[src/rtl/mem_line_ctrl_pkg.sv]
// Shared constants and FSM encoding for the line-to-byte memory port.
// Default widths: 20-bit physical address, byte data, 16-byte lines.
package mem_line_ctrl_pkg;

  localparam int BYTE       = 8;
  localparam int PA_BITS    = 20;
  localparam int LINE_BYTES = 16;

  typedef enum logic [2:0] {
    IDLE  = 3'd0,
    FILL  = 3'd1,
    DRAIN = 3'd2,
    WB    = 3'd3,
    RESP  = 3'd4
  } state_t;

endpackage

[src/rtl/mem_line_ctrl_if.sv]
// Line request/response handshake plus the byte-wide memory bus.
// slave: the line controller; master: cache side and memory responder.
interface mem_line_ctrl_if #(
  parameter int PA_WIDTH    = mem_line_ctrl_pkg::PA_BITS,
  parameter int WIDTH       = mem_line_ctrl_pkg::BYTE,
  parameter int BLOCK_BYTES = mem_line_ctrl_pkg::LINE_BYTES
);

  logic                         req_valid;
  logic                         req_ready;
  logic                         req_wr;
  logic [PA_WIDTH-1:0]          req_addr;
  logic [BLOCK_BYTES*WIDTH-1:0] req_line;
  logic                         resp_valid;
  logic [BLOCK_BYTES*WIDTH-1:0] resp_line;
  logic                         busy;
  logic [PA_WIDTH-1:0]          mem_addr;
  logic                         mem_rd_en;
  logic                         mem_wr_en;
  logic [WIDTH-1:0]             mem_wr_data;
  logic [WIDTH-1:0]             mem_rd_data;

  modport slave (
    input  req_valid, req_wr, req_addr, req_line,
    input  mem_rd_data,
    output req_ready, resp_valid, resp_line, busy,
    output mem_addr, mem_rd_en, mem_wr_en, mem_wr_data
  );

  modport master (
    output req_valid, req_wr, req_addr, req_line,
    output mem_rd_data,
    input  req_ready, resp_valid, resp_line, busy,
    input  mem_addr, mem_rd_en, mem_wr_en, mem_wr_data
  );

endinterface

[src/rtl/mem_line_buf.sv]
// Cache-line register: full-line parallel load, byte write, line read.
// Ports: clk, load/load_line, wr_en/wr_idx/wr_data, line.
module mem_line_buf
  import mem_line_ctrl_pkg::*;
#(
  parameter int WIDTH       = BYTE,
  parameter int BLOCK_BYTES = LINE_BYTES
) (
  input  logic                          clk,
  input  logic                          load,
  input  logic [BLOCK_BYTES*WIDTH-1:0]  load_line,
  input  logic                          wr_en,
  input  logic [$clog2(BLOCK_BYTES)-1:0] wr_idx,
  input  logic [WIDTH-1:0]              wr_data,
  output logic [BLOCK_BYTES-1:0][WIDTH-1:0] line
);

  logic [BLOCK_BYTES-1:0][WIDTH-1:0] q;

  always_ff @(posedge clk) begin
    if (load) begin
      q <= load_line;
    end else if (wr_en) begin
      q[wr_idx] <= wr_data;
    end
  end

  assign line = q;

endmodule

[src/rtl/mem_line_ctrl.sv]
// Turns one line fill/writeback into BLOCK_BYTES byte accesses.
// Ports: clk, rst (sync, active high), bus (mem_line_ctrl_if.slave).
module mem_line_ctrl
  import mem_line_ctrl_pkg::*;
#(
  parameter int PA_WIDTH    = PA_BITS,
  parameter int WIDTH       = BYTE,
  parameter int BLOCK_BYTES = LINE_BYTES
) (
  input  logic            clk,
  input  logic            rst,
  mem_line_ctrl_if.slave  bus
);

  localparam int OFF = $clog2(BLOCK_BYTES);
  localparam int HI  = PA_WIDTH - OFF;

  typedef logic [OFF-1:0] idx_t;
  localparam idx_t LAST = idx_t'(BLOCK_BYTES - 1);

  state_t        state;
  idx_t          cnt;
  idx_t          cnt_nx;
  logic [HI-1:0] base_hi;
  logic          accept;
  logic          buf_wr;
  idx_t          buf_idx;

  logic [BLOCK_BYTES-1:0][WIDTH-1:0] line;
  logic [BLOCK_BYTES-1:0][WIDTH-1:0] fill_line;

  assign bus.req_ready = (state == IDLE);
  assign accept = bus.req_valid && bus.req_ready;
  assign cnt_nx = cnt + idx_t'(1);

  // Read data lags its strobe by one cycle, so FILL
  // stores byte cnt-1 and DRAIN stores the last byte.
  always_comb begin
    buf_wr  = 1'b0;
    buf_idx = cnt - idx_t'(1);
    if (state == FILL && cnt != '0) begin
      buf_wr = 1'b1;
    end
    if (state == DRAIN) begin
      buf_wr  = 1'b1;
      buf_idx = cnt;
    end
  end

  // The last byte lands in the buffer on the same edge
  // that loads resp_line, so merge it in directly.
  always_comb begin
    fill_line       = line;
    fill_line[LAST] = bus.mem_rd_data;
  end

  mem_line_buf #(
    .WIDTH       (WIDTH),
    .BLOCK_BYTES (BLOCK_BYTES)
  ) u_buf (
    .clk       (clk),
    .load      (accept && !rst),
    .load_line (bus.req_line),
    .wr_en     (buf_wr && !rst),
    .wr_idx    (buf_idx),
    .wr_data   (bus.mem_rd_data),
    .line      (line)
  );

  always_ff @(posedge clk) begin
    if (rst) begin
      state           <= IDLE;
      cnt             <= '0;
      base_hi         <= '0;
      bus.busy        <= 1'b0;
      bus.resp_valid  <= 1'b0;
      bus.resp_line   <= '0;
      bus.mem_addr    <= '0;
      bus.mem_rd_en   <= 1'b0;
      bus.mem_wr_en   <= 1'b0;
      bus.mem_wr_data <= '0;
    end else begin
      case (state)
        IDLE: begin
          if (bus.req_valid) begin
            base_hi      <= bus.req_addr[PA_WIDTH-1:OFF];
            cnt          <= '0;
            bus.busy     <= 1'b1;
            bus.mem_addr <= {bus.req_addr[PA_WIDTH-1:OFF],
                             {OFF{1'b0}}};
            if (bus.req_wr) begin
              state           <= WB;
              bus.mem_wr_en   <= 1'b1;
              bus.mem_wr_data <= bus.req_line[WIDTH-1:0];
            end else begin
              state         <= FILL;
              bus.mem_rd_en <= 1'b1;
            end
          end
        end
        FILL: begin
          if (cnt == LAST) begin
            state         <= DRAIN;
            bus.mem_rd_en <= 1'b0;
          end else begin
            cnt          <= cnt_nx;
            bus.mem_addr <= {base_hi, cnt_nx};
          end
        end
        DRAIN: begin
          state          <= RESP;
          bus.resp_valid <= 1'b1;
          bus.resp_line  <= fill_line;
        end
        WB: begin
          if (cnt == LAST) begin
            state          <= RESP;
            bus.mem_wr_en  <= 1'b0;
            bus.resp_valid <= 1'b1;
            bus.resp_line  <= line;
          end else begin
            cnt             <= cnt_nx;
            bus.mem_addr    <= {base_hi, cnt_nx};
            bus.mem_wr_data <= line[cnt_nx];
          end
        end
        RESP: begin
          state          <= IDLE;
          bus.resp_valid <= 1'b0;
          bus.busy       <= 1'b0;
        end
        default: state <= IDLE;
      endcase
    end
  end

endmodule

[src/flat_wrapper.sv]
// flat-port wrapper written by rule: the top's interface ports become plain ports
module mem_line_ctrl_flat import mem_line_ctrl_pkg::*;
#(
  parameter int PA_WIDTH    = PA_BITS,
  parameter int WIDTH       = BYTE,
  parameter int BLOCK_BYTES = LINE_BYTES
)
  (clk, rst, bus_req_valid, bus_req_wr, bus_req_addr, bus_req_line, bus_mem_rd_data, bus_req_ready, bus_resp_valid, bus_resp_line, bus_busy, bus_mem_addr, bus_mem_rd_en, bus_mem_wr_en, bus_mem_wr_data);
  mem_line_ctrl_if #(.PA_WIDTH(PA_WIDTH), .WIDTH(WIDTH), .BLOCK_BYTES(BLOCK_BYTES)) bus_i ();
  input  logic clk;
  input  logic rst;
  input wire logic [$bits(bus_i.req_valid)-1:0] bus_req_valid;
  input wire logic [$bits(bus_i.req_wr)-1:0] bus_req_wr;
  input wire logic [$bits(bus_i.req_addr)-1:0] bus_req_addr;
  input wire logic [$bits(bus_i.req_line)-1:0] bus_req_line;
  input wire logic [$bits(bus_i.mem_rd_data)-1:0] bus_mem_rd_data;
  output wire logic [$bits(bus_i.req_ready)-1:0] bus_req_ready;
  output wire logic [$bits(bus_i.resp_valid)-1:0] bus_resp_valid;
  output wire logic [$bits(bus_i.resp_line)-1:0] bus_resp_line;
  output wire logic [$bits(bus_i.busy)-1:0] bus_busy;
  output wire logic [$bits(bus_i.mem_addr)-1:0] bus_mem_addr;
  output wire logic [$bits(bus_i.mem_rd_en)-1:0] bus_mem_rd_en;
  output wire logic [$bits(bus_i.mem_wr_en)-1:0] bus_mem_wr_en;
  output wire logic [$bits(bus_i.mem_wr_data)-1:0] bus_mem_wr_data;
  assign bus_i.req_valid = bus_req_valid;
  assign bus_i.req_wr = bus_req_wr;
  assign bus_i.req_addr = bus_req_addr;
  assign bus_i.req_line = bus_req_line;
  assign bus_i.mem_rd_data = bus_mem_rd_data;
  assign bus_req_ready = bus_i.req_ready;
  assign bus_resp_valid = bus_i.resp_valid;
  assign bus_resp_line = bus_i.resp_line;
  assign bus_busy = bus_i.busy;
  assign bus_mem_addr = bus_i.mem_addr;
  assign bus_mem_rd_en = bus_i.mem_rd_en;
  assign bus_mem_wr_en = bus_i.mem_wr_en;
  assign bus_mem_wr_data = bus_i.mem_wr_data;
  mem_line_ctrl #(.PA_WIDTH(PA_WIDTH), .WIDTH(WIDTH), .BLOCK_BYTES(BLOCK_BYTES)) u_core (.clk(clk), .rst(rst), .bus(bus_i));
endmodule
[config.mk]
export PLATFORM = sky130hd
export DESIGN_NAME = mem_line_ctrl_flat
export DESIGN_NICKNAME = d
export VERILOG_FILES = /design/src/rtl/mem_line_ctrl_pkg.sv /design/src/rtl/mem_line_ctrl_if.sv /design/src/rtl/mem_line_buf.sv /design/src/rtl/mem_line_ctrl.sv /design/src/flat_wrapper.sv
export SDC_FILE = /design/constraint.sdc
export NUM_CORES = 1
export LEC_CHECK = 0
export BUFFER_PORTS_ARGS = -buffer_cell sky130_fd_sc_hd__buf_2
export CORE_ASPECT_RATIO = 0.5
export CORE_MARGIN = 2
export CORE_UTILIZATION = 55
export DETAILED_ROUTE_END_ITERATION = 12
export PLACE_DENSITY = 0.94
export SKIP_LAST_GASP = 1
export SLEW_MARGIN = 20
export SYNTH_ARGS = -nofsm -noshare
export SYNTH_HDL_FRONTEND = slang
export SYNTH_HIERARCHICAL = 1
export SYNTH_SLANG_ARGS = --single-unit
[constraint.sdc]
create_clock -name clk -period 6.6 [get_ports clk]
set_input_delay 1.32 -clock clk [delete_from_list [all_inputs] [get_ports clk]]
set_output_delay 1.32 -clock clk [all_outputs]
set_load 0.01 [all_outputs]
After elaboration in Yosys (flattened, before gate mapping) --
Index checks and enable logic that the tools add are counted.
Word-level totals: register bits after elaboration 311, bits in latches 0, memory bits (writable) 0, memory bits (read-only) 0, input bits 160, output and inout bits 161, logic and storage cells 106, memories 0
Cells by class: $add $sub $neg 2, multipliers 0, div/mod/pow operators 0, magnitude comparators 3, eq/ne operators 12, shift operators 0, multiplexer cells 38, bitwise operators 0, reduce and logical (&&, ||, !) cells 25
Operators with widths (number):
- $mux 128 | 3
- $pmux 128 s2 | 1
- $bwmux 128 | 1
- $mux 20 | 2
- $mux 8 | 5
- $pmux 20 s2 | 1
- $bmux 8 s4 | 1
- $demux 8 s4 | 1
- $pmux 8 s2 | 1
- $mux 4 | 3
- $ne 2x2->1 const B | 6
- $pmux 3 s4 | 1
- $reduce_and 4->1 | 3
- $reduce_bool 2->1 | 6
- $lt 4x5->1 const B | 2
- $mux 1 | 9
- $mux 3 | 3
- $pmux 4 s2 | 1
- $reduce_and 2->1 | 4
- $eq 3x2->1 const B | 2
- $pmux 1 s2 | 3
- $reduce_and 3->1 | 2
- $logic_and 1x1->1 | 5
- $add 4x1->4 const B | 1
- 13 further kinds | 13

Depth between registers and ports, before layout --
Gate-level depths: netlist (run 1).
depth after elaboration 9, depth in mapped cells 10, mapped depth without buffers 7

Modules after synthesis --
The synthesis (run 1) kept the hierarchy.
Modules (own cells, without submodules):
- mem_line_ctrl | instances 1, cells an instance 977, area each 7926.4 µm², seq. area each 3583.4 µm²
- mem_line_buf | instances 1, cells an instance 381, area each 5616.6 µm², seq. area each 3843.7 µm²

Worst setup path after synthesis (run 1) --
Ideal clock, no wire load.
kind input to register, from input bus_req_valid, to register u_core.u_buf.q (netlist bit u_core/u_buf/line[104]), enable pin, setup time 0.375 ns, arrival time 3.016 ns, data required time 6.225 ns, path slack 3.209 ns, stages on the path 8, buffers on the path 4, cell sequence nor2b_1 -> nand2_1 -> clkbuf_1 -> nor2_1 -> buf_2 -> buf_4 -> buf_2 -> o21bai_1
On the way: longest elaborated chain between the ends 3
Ends and longest elaborated chain:
- start: declaration | line flat_wrapper.sv:12 | input wire logic [$bits(bus_i.req_valid)-1:0] bus_req_valid;
- $logic_and 1x1->1 | line mem_line_ctrl.sv:33 | assign accept = bus.req_valid && bus.req_ready;
- $logic_and 1x1->1 | line mem_line_ctrl.sv:62 | .load (accept && !rst),
- $reduce_bool 2->1 (no source line)
- end signal: assignment | line mem_line_buf.sv:22 | q <= load_line;
- end signal: indexed assignment | line mem_line_buf.sv:24 | q[wr_idx] <= wr_data;
- end: declaration | line mem_line_buf.sv:18 | logic [BLOCK_BYTES-1:0][WIDTH-1:0] q;
No other way between the ends. A chain may end at the register's enable or synchronous reset.

Worst setup path after layout (run 1) --
from register u_core.state[2], to register u_core.u_buf.q (netlist bit u_core/u_buf/line[95]), enable pin
On the way: longest elaborated chain between the ends 6, elaborated cells between the ends (all ways) 10, classes of those cells eq/ne: 2; mux: 2; reduce/logical: 6
Ends and longest elaborated chain:
- start: declaration | line mem_line_ctrl.sv:21 | state_t state;
- start signal: assignment | line mem_line_ctrl.sv:72 | state <= IDLE;
- start signal: assignment | line mem_line_ctrl.sv:92 | state <= WB;
- start signal: assignment | line mem_line_ctrl.sv:96 | state <= FILL;
- $eq 3x1->1 | line mem_line_ctrl.sv:41 | if (state == FILL && cnt != '0) begin
- $logic_and 1x1->1 | line mem_line_ctrl.sv:41
- $mux 1 | line mem_line_ctrl.sv:41
- $mux 1 | line mem_line_ctrl.sv:44 | if (state == DRAIN) begin
- $logic_and 1x1->1 | line mem_line_ctrl.sv:64 | .wr_en (buf_wr && !rst),
- $reduce_bool 2->1 (no source line) *
Every way passes the cells marked *; elsewhere a longest branch is shown, timed or not.

==> metrics.md, run 1 <==
| Metric | Value |
|---|---|
| Crit share post-route | 59.95% |
| Fin area | around 0.016 mm^2 |
| Setup crit start kind | flop |
| Die area | between 0.02 and 0.03 mm^2 |
| Final Skew | 0.02144 ns |
| DRC viols | 0 |
| Clock Sinks | 307 |
| Post-CTS setup buffers | 0 |
| Most used cell, CP | nor2_1 |
| Maximum clock frequency | 0.2528 GHz |
| Core Area | 0.02407 mm^2 |
| Crit-path cells | nor2_1 -> nand2_1 -> nor2_1 -> a21oi_4 -> nand4b_1 -> o21bai_1 |
| Root buf cell | clkbuf_16 |
| CTS Hold Bufs | 0 |
| HPWL after DPL | approximately 31 mm |
| Avg Vias per Cell | 6.116 |
| Peak VDD IR | 0.0002081 V |
| PD cells | 263.5 mW/mm^2 |
| Worst Setup End Kind | flop |
| Nets@finish | 1768 |
| Share of cells above drive strength 1 | around 26% |
| Largest net degree at the start of global routing | ~110 |
| Post-synth EDFFs | between 100 and 150 |
| Mapped cell area | 0.01354 mm^2 |
| WL/cell | about 23 um |
| Gr usage total | 33.30% |
| Crit Path Category | reg -> reg |
| Number of buffers and inverters on the critical path | 0 |
| Util after Layout | 66.61% |
| Crit path max-delay family | compound AO/OA/AOI/OAI gates |
| Sequential area share after synthesis | 54.84% |
| FF+latch count, synth | 307 |
| Avg Synthesized Cell Area | 9.973 um^2 |
| Post-synth top cells | nand2_1, dfxtp_1, a21oi_1 |
| RSZ-0062 raised after global routing | false |
| Final Hold Viols | 0 |
| First-pass GRT wire length | about 65 mm |
| PortBufs | 316 |
| Initial core utilization | 56.26% |
| Post-CTS resize count | 0 |
| Clock latency at the later pin of the worst-skew pair | 0.55 ns |
| Drt first-iter violations | 1703 |
| Reg clk slew, reported paths | 0.07 ns |
| Overall power | 4.225 mW |
| Initial antenna violation count | 4 |
| Asr flop ratio synth | 0% |
| Ranking of synthesized cells by area | edfxtp_1, dfxtp_1, nand2_1 |
| IO Count | 321 |
| First-pass iteration count of the detailed router | 6 |
| H-tree Lvls | 1 |
| Final Routed Wirelength | 44.41 mm |
| Pleak | 6.309 nW |
| Top_reg_cell synth | dfxtp_1 |
| Area of placed instances | 0.01519 mm^2 |
| CTS tree | yes |
| Area Growth Syn to Fin | 18.40% |
| Max-slew violations | 0 |
| Slowest stage delay, CP | 0.96 ns |
| FP Rows | 40 |
| Die width | 225.9 um |
| Gp weighted congestion | 0.9158 |
| Worst EP arrival | 4.13 ns |
| Rel. slew slack | around a fifth |
| Post-synthesis cell count | 1358 |
| Max Cap Viol | 0 |
| Syn nets | 1520 |
| Status | finished, final reports clean |
| Worst Path Max Fanout | 26 |
| Worst Hold Class | reg -> reg |
| CTS buffer count | 27 |
| Chip height | 115.0 um |
| Remaining antenna violation count | 0 |
| Crit-path slowest cell | dfxtp_1 |
| Setup Viol. Count Final | 0 |
| Fin crit period | 3.956 ns |
| Global route overflow | 0 |
| Worst Tran Pin Value | about 1.2 ns |
| Synth Warn # | 6 |
| Final TNS setup | 0 ns |
| Yosys top cell area share | 28.38% |
| Yosys cell types | 46 |
| Worst path required time | just under 7 ns |
| Synth area leader | edfxtp_1 |
| Top-count cell post-synth | nand2_1 |
| Vias in the first global route | approximately 11000 |
| DR vias | 12020 |
| CTS Buffer Depth | 3 |
==> state kept, by name, summed over array words and instances (netlist names) <==
register / count
u_core/base_hi: 16
u_core/bus.busy: 1
u_core/bus.mem_addr: 20
u_core/bus.mem_rd_en: 1
u_core/bus.mem_wr_data: 8
u_core/bus.mem_wr_en: 1
u_core/bus.resp_line: 128
u_core/bus.resp_valid: 1
u_core/state: 3
u_core/u_buf/line: 128
==> cell families (layout without fill, tap and decap cells) <==
logic type | Yosys count | after routing | share of synthesized area, %
AND/OR/NAND/NOR | 491 | 491 | 15.97
AO/OA/AOI/OAI | 379 | 379 | 18.73
flip-flops | 307 | 307 | 54.84
buffers and inverters | 122 | 390 | 4.490
multiplexers | 49 | 49 | 5.100
XOR/XNOR | 8 | 8 | 0.6837
adder cells (fa/ha/maj) | 2 | 2 | 0.1847
other | 0 | 4 | 0
==> layer usage <==
metal	wire [um]	up-vias	GRT usage, %
li1	-	5369	-
met1	16330	5673	43.25
met2	20420	827	53.37
met3	5347	155	7.667
met4	2320	0	16.25
met5	0	-	0
==> through the flow <==
step                setup WS [ns]  cells  hold slack [ns]
floorplan                   3.209   1358           0.4366
global placement            2.303   1913           0.4351
detailed placement          2.260   1913           0.4419
CTS                         2.761   1962           0.4487
global route                2.466   1966           0.4700
finish                      2.644   1966           0.4477
==> report_power, final <==
part	switching (mW)	total, mW	internal [mW]
Clock	0.691	1.53	0.834
Sequential	0.0618	2.14	2.08
Combinational	0.363	0.561	0.198
Total	1.12	4.22	3.11
==> placed cells by master (no fill, tap or decap), types with 7 or more instances in the layout <==
cell	n
a21o_1	11
nor2b_1	16
a21oi_1	159
a2111oi_1	7
buf_4	20
a311oi_1	24
nor3_1	22
nand2b_1	10
buf_2	315
mux2i_1	33
a22o_1	88
nor2_1	43
o21a_1	8
o21ai_0	42
clkbuf_16	29
a2111oi_0	9
clkbuf_1	8
nand2_1	367
mux4_2	16
dfxtp_1	179
a211oi_1	11
a22oi_1	9
edfxtp_1	128
==> worst paths after layout <==
kind / from / end / slack [ns] / cells after the start
max: u_core/state[2] / u_core/u_buf/line[95] / 2.64 / 6
max reg2reg: u_core/state[2] / u_core/u_buf/line[95] / 2.64 / 6
min: u_core/bus.resp_line[0] / u_core/bus.resp_line[0] / 0.45 / 2
min reg2reg: u_core/bus.resp_line[0] / u_core/bus.resp_line[0] / 0.45 / 2
==> worst min-delay path: stages, from the launching register on <==
cell and delay (ns):
dfxtp_1 0.30, nand2_1 0.05, a21oi_1 0.05
==> final cells by class <==
class | count | area, um^2
multi-input combinational | 929 | 5577
clock inverter | 9 | 38.79
inverter | 5 | 18.77
clock buffer | 40 | 797.0
tap | 336 | 420.4
sequential | 307 | 7427
fill | 1813 | 8038
antenna | 4 | 10.01
timing repair buffer | 336 | 1747
No activity file was read; power rests on OpenSTA's default activity.
==> inputs of run 2 (changes only) <==
--- a/config.mk
+++ b/config.mk
@@ -8,9 +8,9 @@
 export BUFFER_PORTS_ARGS = -buffer_cell sky130_fd_sc_hd__buf_2
 export CORE_ASPECT_RATIO = 0.5
 export CORE_MARGIN = 2
-export CORE_UTILIZATION = 55
+export CORE_UTILIZATION = 54
 export DETAILED_ROUTE_END_ITERATION = 12
-export PLACE_DENSITY = 0.94
+export PLACE_DENSITY = 0.92
 export SKIP_LAST_GASP = 1
 export SLEW_MARGIN = 20
 export SYNTH_ARGS = -nofsm -noshare
==> constraint.sdc (replaced) <==
create_clock -name clk -period 3.85 [get_ports clk]
set_input_delay 0.77 -clock clk [delete_from_list [all_inputs] [get_ports clk]]
set_output_delay 0.77 -clock clk [all_outputs]
set_load 0.01 [all_outputs]
==> metrics.md, run 2 (same netlist as run 1, synthesis figures left out) <==
| Metric | Value |
|---|---|
| Most frequent cells in the layout | nand2_1, buf_2, dfxtp_1 |
| Crit Path Category | reg -> reg |
| Status | finished, final reports clean |
| Setup crit start kind | flop |
| H-tree Lvls | 1 |
| Avg Vias per Cell | 6.071 |
| CTS tree | yes |
| Reg2Reg Setup Slack | 0.41 ns |
| Post-CTS setup buffers | 0 |
| Max-slew violations | 0 |
| Max Cap Viol | 0 |
| Pre-CTS setup slack | 0.5294 ns |
| FF-to-FF path depth | 6 |
| WL/cell | ~22 um |
| Layout Cells excl Fill | just under 2000 |
| Global route overflow | 0 |
| Crit share post-route | 89.47% |
| Setup ws final | 0.4053 ns |
| Worst Setup End Kind | flop |
| Final Skew | 0.02213 ns |
| Most common cell after layout, fill and taps aside | nand2_1 |
| Gr usage total | 32.21% |
| Initial antenna violation count | 8 |
| Worst Hold Class | reg -> reg |
| Core Area | 0.02432 mm^2 |
| Setup Viol. Count Final | 0 |
| HPWL after DPL | 31.33 mm |
| DR vias | 12060 |
| Post-CTS resize count | 0 |
| Initial core utilization | 55.68% |
| Final Hold Viols | 0 |
| Worst EP arrival | approximately 3.6 ns |
| Clock Sinks | 307 |
| DRC viols | 0 |
| Drt first-iter violations | 1699 |
| RSZ-0062 raised after global routing | false |
| Worst Path Max Fanout | 22 |
| Gp weighted congestion | 0.9747 |
| Worst path required time | ~4.1 ns |
| Pleak | 6.427 nW |
| Nets@finish | 1783 |
| Util after Layout | around two thirds |
| Chip height | 116.0 um |
| FP Rows | 40 |
| Vias in the first global route | 11180 |
| Rel. slew slack | 29.88% |
| Fill count | 1842 |
| Area Growth Syn to Fin | 19.96% |
| Worst Tran Pin Value | 1.047 ns |
| Reg clk slew, reported paths | approximately 0.070 ns |
| Final TNS setup | 0 ns |
| WHS Endpoint | u_core/bus.resp_line[68] |
| Hold-critical path depth | 2 |
| Hold Path Origin | u_core/bus.resp_line[68] |
| PortBufs | 316 |
| Root buf cell | clkbuf_16 |
| IO Count | approximately 320 |
| Peak VDD IR | 0.0002888 V |
| Met3 WL | 4.605 mm |
| Reg-to-reg startpoint | u_core/bus.mem_addr[0] |
| Fin crit period | 3.445 ns |
| Die area | 0.02644 mm^2 |
| Largest net degree at the start of global routing | 84 |
| Final Routed Wirelength | 44.44 mm |
| Max layer used | met4 |
| CTS buffer count | 26 |
| Metal2 WL | roughly 21 mm |
| CTS Buffer Depth | 3 |
| Share of cells above drive strength 1 | between 20% and 30% |
| Placed Cells incl. Taps | 1929 |
| First-pass iteration count of the detailed router | 6 |
| Maximum clock frequency | 0.2903 GHz |
| Remaining antenna violation count | 0 |
| Worst R2R End | u_core/u_buf/line[11] |
| CTS Hold Bufs | 0 |
| First-pass GRT wire length | about 65 mm |
| M1 wire length | 16.98 mm |
| PD cells | 456.3 mW/mm^2 |
| Die width | 228.0 um |
| Clock latency at the later pin of the worst-skew pair | approximately 0.55 ns |
## run 2: worst max-delay path by stage
stage          cells past startpoint  slack [ns]               endpoint                   start
2_1_floorplan                      9        0.83  u_core/u_buf/line[88]  u_core/bus.mem_addr[0]
3_3_place_gp                       6        0.64   u_core/u_buf/line[8]  u_core/bus.mem_addr[0]
3_5_place_dp                       6        0.53   u_core/u_buf/line[8]  u_core/bus.mem_addr[0]
4_1_cts                            6        0.49  u_core/u_buf/line[11]  u_core/bus.mem_addr[0]
5_1_grt                            6        0.25  u_core/u_buf/line[11]  u_core/bus.mem_addr[0]
6_report                           6        0.41  u_core/u_buf/line[11]  u_core/bus.mem_addr[0]
## run 2: where the power goes
part	switching, mW	internal [mW]	leakage [nW]
Combinational	0.628	0.360	3.31
Sequential	0.102	3.56	2.67
Clock	1.21	1.56	0.450
Total	1.94	5.48	6.43
## run 2: worst max-delay path, stage by stage, from the launching register on
cell,delay [ns]
dfxtp_1,0.75
inv_1,0.28
ha_2,0.75
a21oi_2,0.09
buf_4,0.24
nor4b_4,0.56
a21o_1,0.41
## run 2: cell type report
class                           instances  area [um^2]  area share [%]
Timing Repair Buffer                  352         1879           11.57
Tap cell                              336        420.4           2.588
Multi-Input combinational cell        929         5573           34.30
Antenna cell                           10        25.02          0.1540
Inverter                                5        18.77          0.1155
Clock inverter                          5        27.53          0.1694
Clock buffer                           42        875.8           5.391
Sequential cell                       307         7427           45.71
## run 2: layer usage
layer,global-route usage [%],up-vias
met3,5.586,164
met5,0,-
li1,-,5405
met1,42.29,5694
met2,52.80,794
met4,15.77,0
## run 2: per-stage QoR
stage / total power, mW / hold WS (ns) / instance area (um^2)
after floorplan: 4.275 / 0.4366 / 13540
after detailed placement: 4.677 / 0.4396 / 15310
after CTS: 7.388 / 0.4492 / 16210
after global placement: 4.648 / 0.4357 / 15310
final: 7.414 / 0.4500 / 16250
after global routing: 7.626 / 0.4691 / 16240
==> inputs of run 3 (changes only) <==
--- a/config.mk
+++ b/config.mk
@@ -5,12 +5,13 @@
 export SDC_FILE = /design/constraint.sdc
 export NUM_CORES = 1
 export LEC_CHECK = 0
+export ABC_AREA = 1
 export BUFFER_PORTS_ARGS = -buffer_cell sky130_fd_sc_hd__buf_2
 export CORE_ASPECT_RATIO = 0.5
 export CORE_MARGIN = 2
-export CORE_UTILIZATION = 54
+export CORE_UTILIZATION = 55
 export DETAILED_ROUTE_END_ITERATION = 12
-export PLACE_DENSITY = 0.92
+export PLACE_DENSITY = 0.93
 export SKIP_LAST_GASP = 1
 export SLEW_MARGIN = 20
 export SYNTH_ARGS = -nofsm -noshare
==> metrics.md, run 3 <==
| Metric | Value |
|---|---|
| Final Routed Wirelength | 46.15 mm |
| WL/cell | 19.27 um |
| CTS Hold Bufs | 0 |
| Routing usage on met3 | between 7 and 8% |
| Yosys cell types | 30 |
| XOR/XNOR Fraction of Synth Area | 0.5295% |
| Gr usage total | between 30% and 40% |
| Crit Path Category | reg -> reg |
| HPWL after DPL | ~31 mm |
| Worst Hold Class | reg -> reg |
| Setup crit start kind | flop |
| Die width | 231.1 um |
| Rel. slew slack | 34.46% |
| Synth area leader | edfxtp_1 |
| DRC viols | 0 |
| Sequential cell area | around 0.0074 mm^2 |
| Fin crit period | 3.129 ns |
| H-tree Lvls | 1 |
| Avg Synthesized Cell Area | 7.957 um^2 |
| Post-synth top cells | nand2_1, nand3_1, dfxtp_1 |
| Reg clk slew, reported paths | 0.07 ns |
| Nets@finish | 2187 |
| RSZ-0062 raised after global routing | false |
| CTS Buffer Depth | 3 |
| Max-slew violations | 0 |
| Global route overflow | 0 |
| Mapped cell area | 0.01418 mm^2 |
| Largest family of logic cells by synthesized area | simple AND/OR/NAND/NOR gates |
| Number of buffers and inverters on the critical path | 4 |
| Share of cells above drive strength 1 | between 20% and 30% |
| Final Hold Viols | 0 |
| Worst path required time | just over 4 ns |
| PortBufs | 316 |
| Worst EP arrival | 3.33 ns |
| Synth Warn # | 6 |
| Most common cell after layout, fill and taps aside | nand2_1 |
| Vias in the first global route | 13120 |
| Crit share post-route | between 80% and 90% |
| Setup ws final | 0.7208 ns |
| Drt first-iter violations | approximately 2300 |
| Post-Synth Simple-Gate Area | between 20% and 30% |
| Crit-path slowest cell | nor2_4 |
| Area of placed instances | 0.01571 mm^2 |
| Core Area | 0.02524 mm^2 |
| Clock Sinks | 307 |
| IO Count | 321 |
| Overall power | roughly 11 mW |
| FF+latch count, synth | 307 |
| Area Growth Syn to Fin | 16.99% |
| Maximum clock frequency | around 0.32 GHz |
| Post-CTS resize count | 0 |
| Final TNS setup | 0 ns |
| Asr flop ratio synth | 0% |
| Slowest stage delay, CP | between 0.6 and 0.7 ns |
| Grt met1 use | 44.17% |
| Pleak | between 7 and 8 nW |
| Multi-input logic area | roughly 0.0054 mm^2 |
| Peak VDD IR | 0.0004658 V |
| Crit-path cells | inv_1 -> ha_1 -> clkinv_1 -> buf_4 -> nand2_1 -> o21ai_0 -> nor2_4 -> buf_4 -> nand3_1 -> nand2_1 |
| Post-synthesis adder-cell area fraction | 0.1765% |
| CTS buffer count | 26 |
| Yosys top cell area share | a little over a quarter |
| Worst Path Max Fanout | 20 |
| Synth Area in Compound Gates | 11.29% |
| CTS tree | yes |
| Remaining antenna violation count | 0 |
| FP Rows | 41 |
| Worst Tran Pin Value | 0.9783 ns |
| Clock latency at the later pin of the worst-skew pair | 0.56 ns |
| First-pass iteration count of the detailed router | 7 |
| Chip height | roughly 120 um |
| Sequential area share after synthesis | 52.38% |
| Gp weighted congestion | 0.9365 |
| DR vias | 13890 |
| Busiest grt layer | met2 |
| Die area | 0.02716 mm^2 |
| Largest net degree at the start of global routing | 103 |
| Most frequent cells in the layout | nand2_1, buf_2, nand3_1 |
| Fill count | 2009 |
| Post-synth EDFFs | 128 |
| Avg Vias per Cell | 5.798 |
| Root buf cell | clkbuf_16 |
| Max Cap Viol | 0 |
| Setup Viol. Count Final | 0 |
| Util after Layout | between 60% and 70% |
| Worst Setup End Kind | flop |
| Initial core utilization | 56.18% |
| Post-synthesis cell count | approximately 1800 |
| Status | finished, final reports clean |
| Ranking of synthesized cells by area | edfxtp_1, dfxtp_1, nand2_1 |
| Top-count cell post-synth | nand2_1 |
| Syn nets | 1944 |
| Initial antenna violation count | 6 |
| PD cells | 675.0 mW/mm^2 |
| Post-CTS setup buffers | 0 |
| First-pass GRT wire length | 70.95 mm |
| Pre-CTS setup slack | 0.8418 ns |
| Fin area | 0.01659 mm^2 |
| Top_reg_cell synth | dfxtp_1 |
| Final Skew | 0.01901 ns |
| Met2 usage | 51.82% |
| Crit path max-delay family | simple AND/OR/NAND/NOR gates |
| Mux contribution to synthesized area | 0% |
run 3: cell types whose count changed in the layout (fill, tap and decap cells not counted), moves of 25 or more:
| cell | delta |
|---|---|
| nor2_1 | +38 |
| inv_1 | +123 |
| a22o_1 | -88 |
| a31oi_1 | +25 |
| mux2i_1 | -33 |
| nand3_1 | +257 |
| o21ai_0 | +25 |
| o21ai_1 | +81 |
| nand2_1 | +141 |
run 3: power breakdown:
group / internal (mW) / switching, mW / total, mW / leakage (nW)
registers: 4.12 / 0.301 / 4.42 / 2.68
logic: 1.15 / 2.95 / 4.10 / 4.87
clock network: 1.47 / 1.20 / 2.67 / 0.420
total: 6.74 / 4.46 / 11.2 / 7.98
run 3: per-stage QoR:
stage	hold WS, ns	cells
6_report	0.4546	2395
5_1_grt	0.4772	2395
4_1_cts	0.4537	2389
3_5_place_dp	0.4408	2341
3_3_place_gp	0.4330	2341
2_1_floorplan	0.4392	1782
run 3: area by class of cell:
class	instances	area share, %
Sequential cell	307	44.78
Multi-Input combinational cell	1197	32.83
Timing Repair Buffer	348	11.21
Clock buffer	40	4.933
Inverter	145	3.304
Tap cell	344	2.595
Clock inverter	8	0.2565
Antenna cell	6	0.09052
run 3: worst register-to-register path: stages, from the launching register on:
cell,delay (ns)
dfxtp_1,0.38
inv_1,0.11
ha_1,0.32
clkinv_1,0.06
buf_4,0.22
nand2_1,0.09
o21ai_0,0.25
nor2_4,0.65
buf_4,0.30
nand3_1,0.08
nand2_1,0.33
run 3: cell families (layout without fill, tap and decap cells):
group / after synthesis / in the layout
xor gates and xnor gates: 6 / 6
AOI/OAI and AO/OA: 312 / 312
adders and majority gates: 2 / 2
other: 0 / 6
DFF: 307 / 307
and+or+nand+nor: 877 / 877
buffers and inverters: 278 / 541
run 3: final timing paths:
path	slack, ns	depth (start not counted)	to	from
min reg2reg	0.45	2	u_core/bus.mem_wr_en	u_core/bus.mem_wr_en
min	0.45	2	u_core/bus.mem_wr_en	u_core/bus.mem_wr_en
max reg2reg	0.72	10	u_core/u_buf/line[104]	u_core/bus.mem_addr[1]
max	0.72	10	u_core/u_buf/line[104]	u_core/bus.mem_addr[1]
run 3: metal layers:
metal | routed length, um | vias up
li1 | - | 6351
met1 | 17180 | 6335
met2 | 20570 | 977
met3 | 5540 | 223
met4 | 2870 | 0
met5 | 0 | -
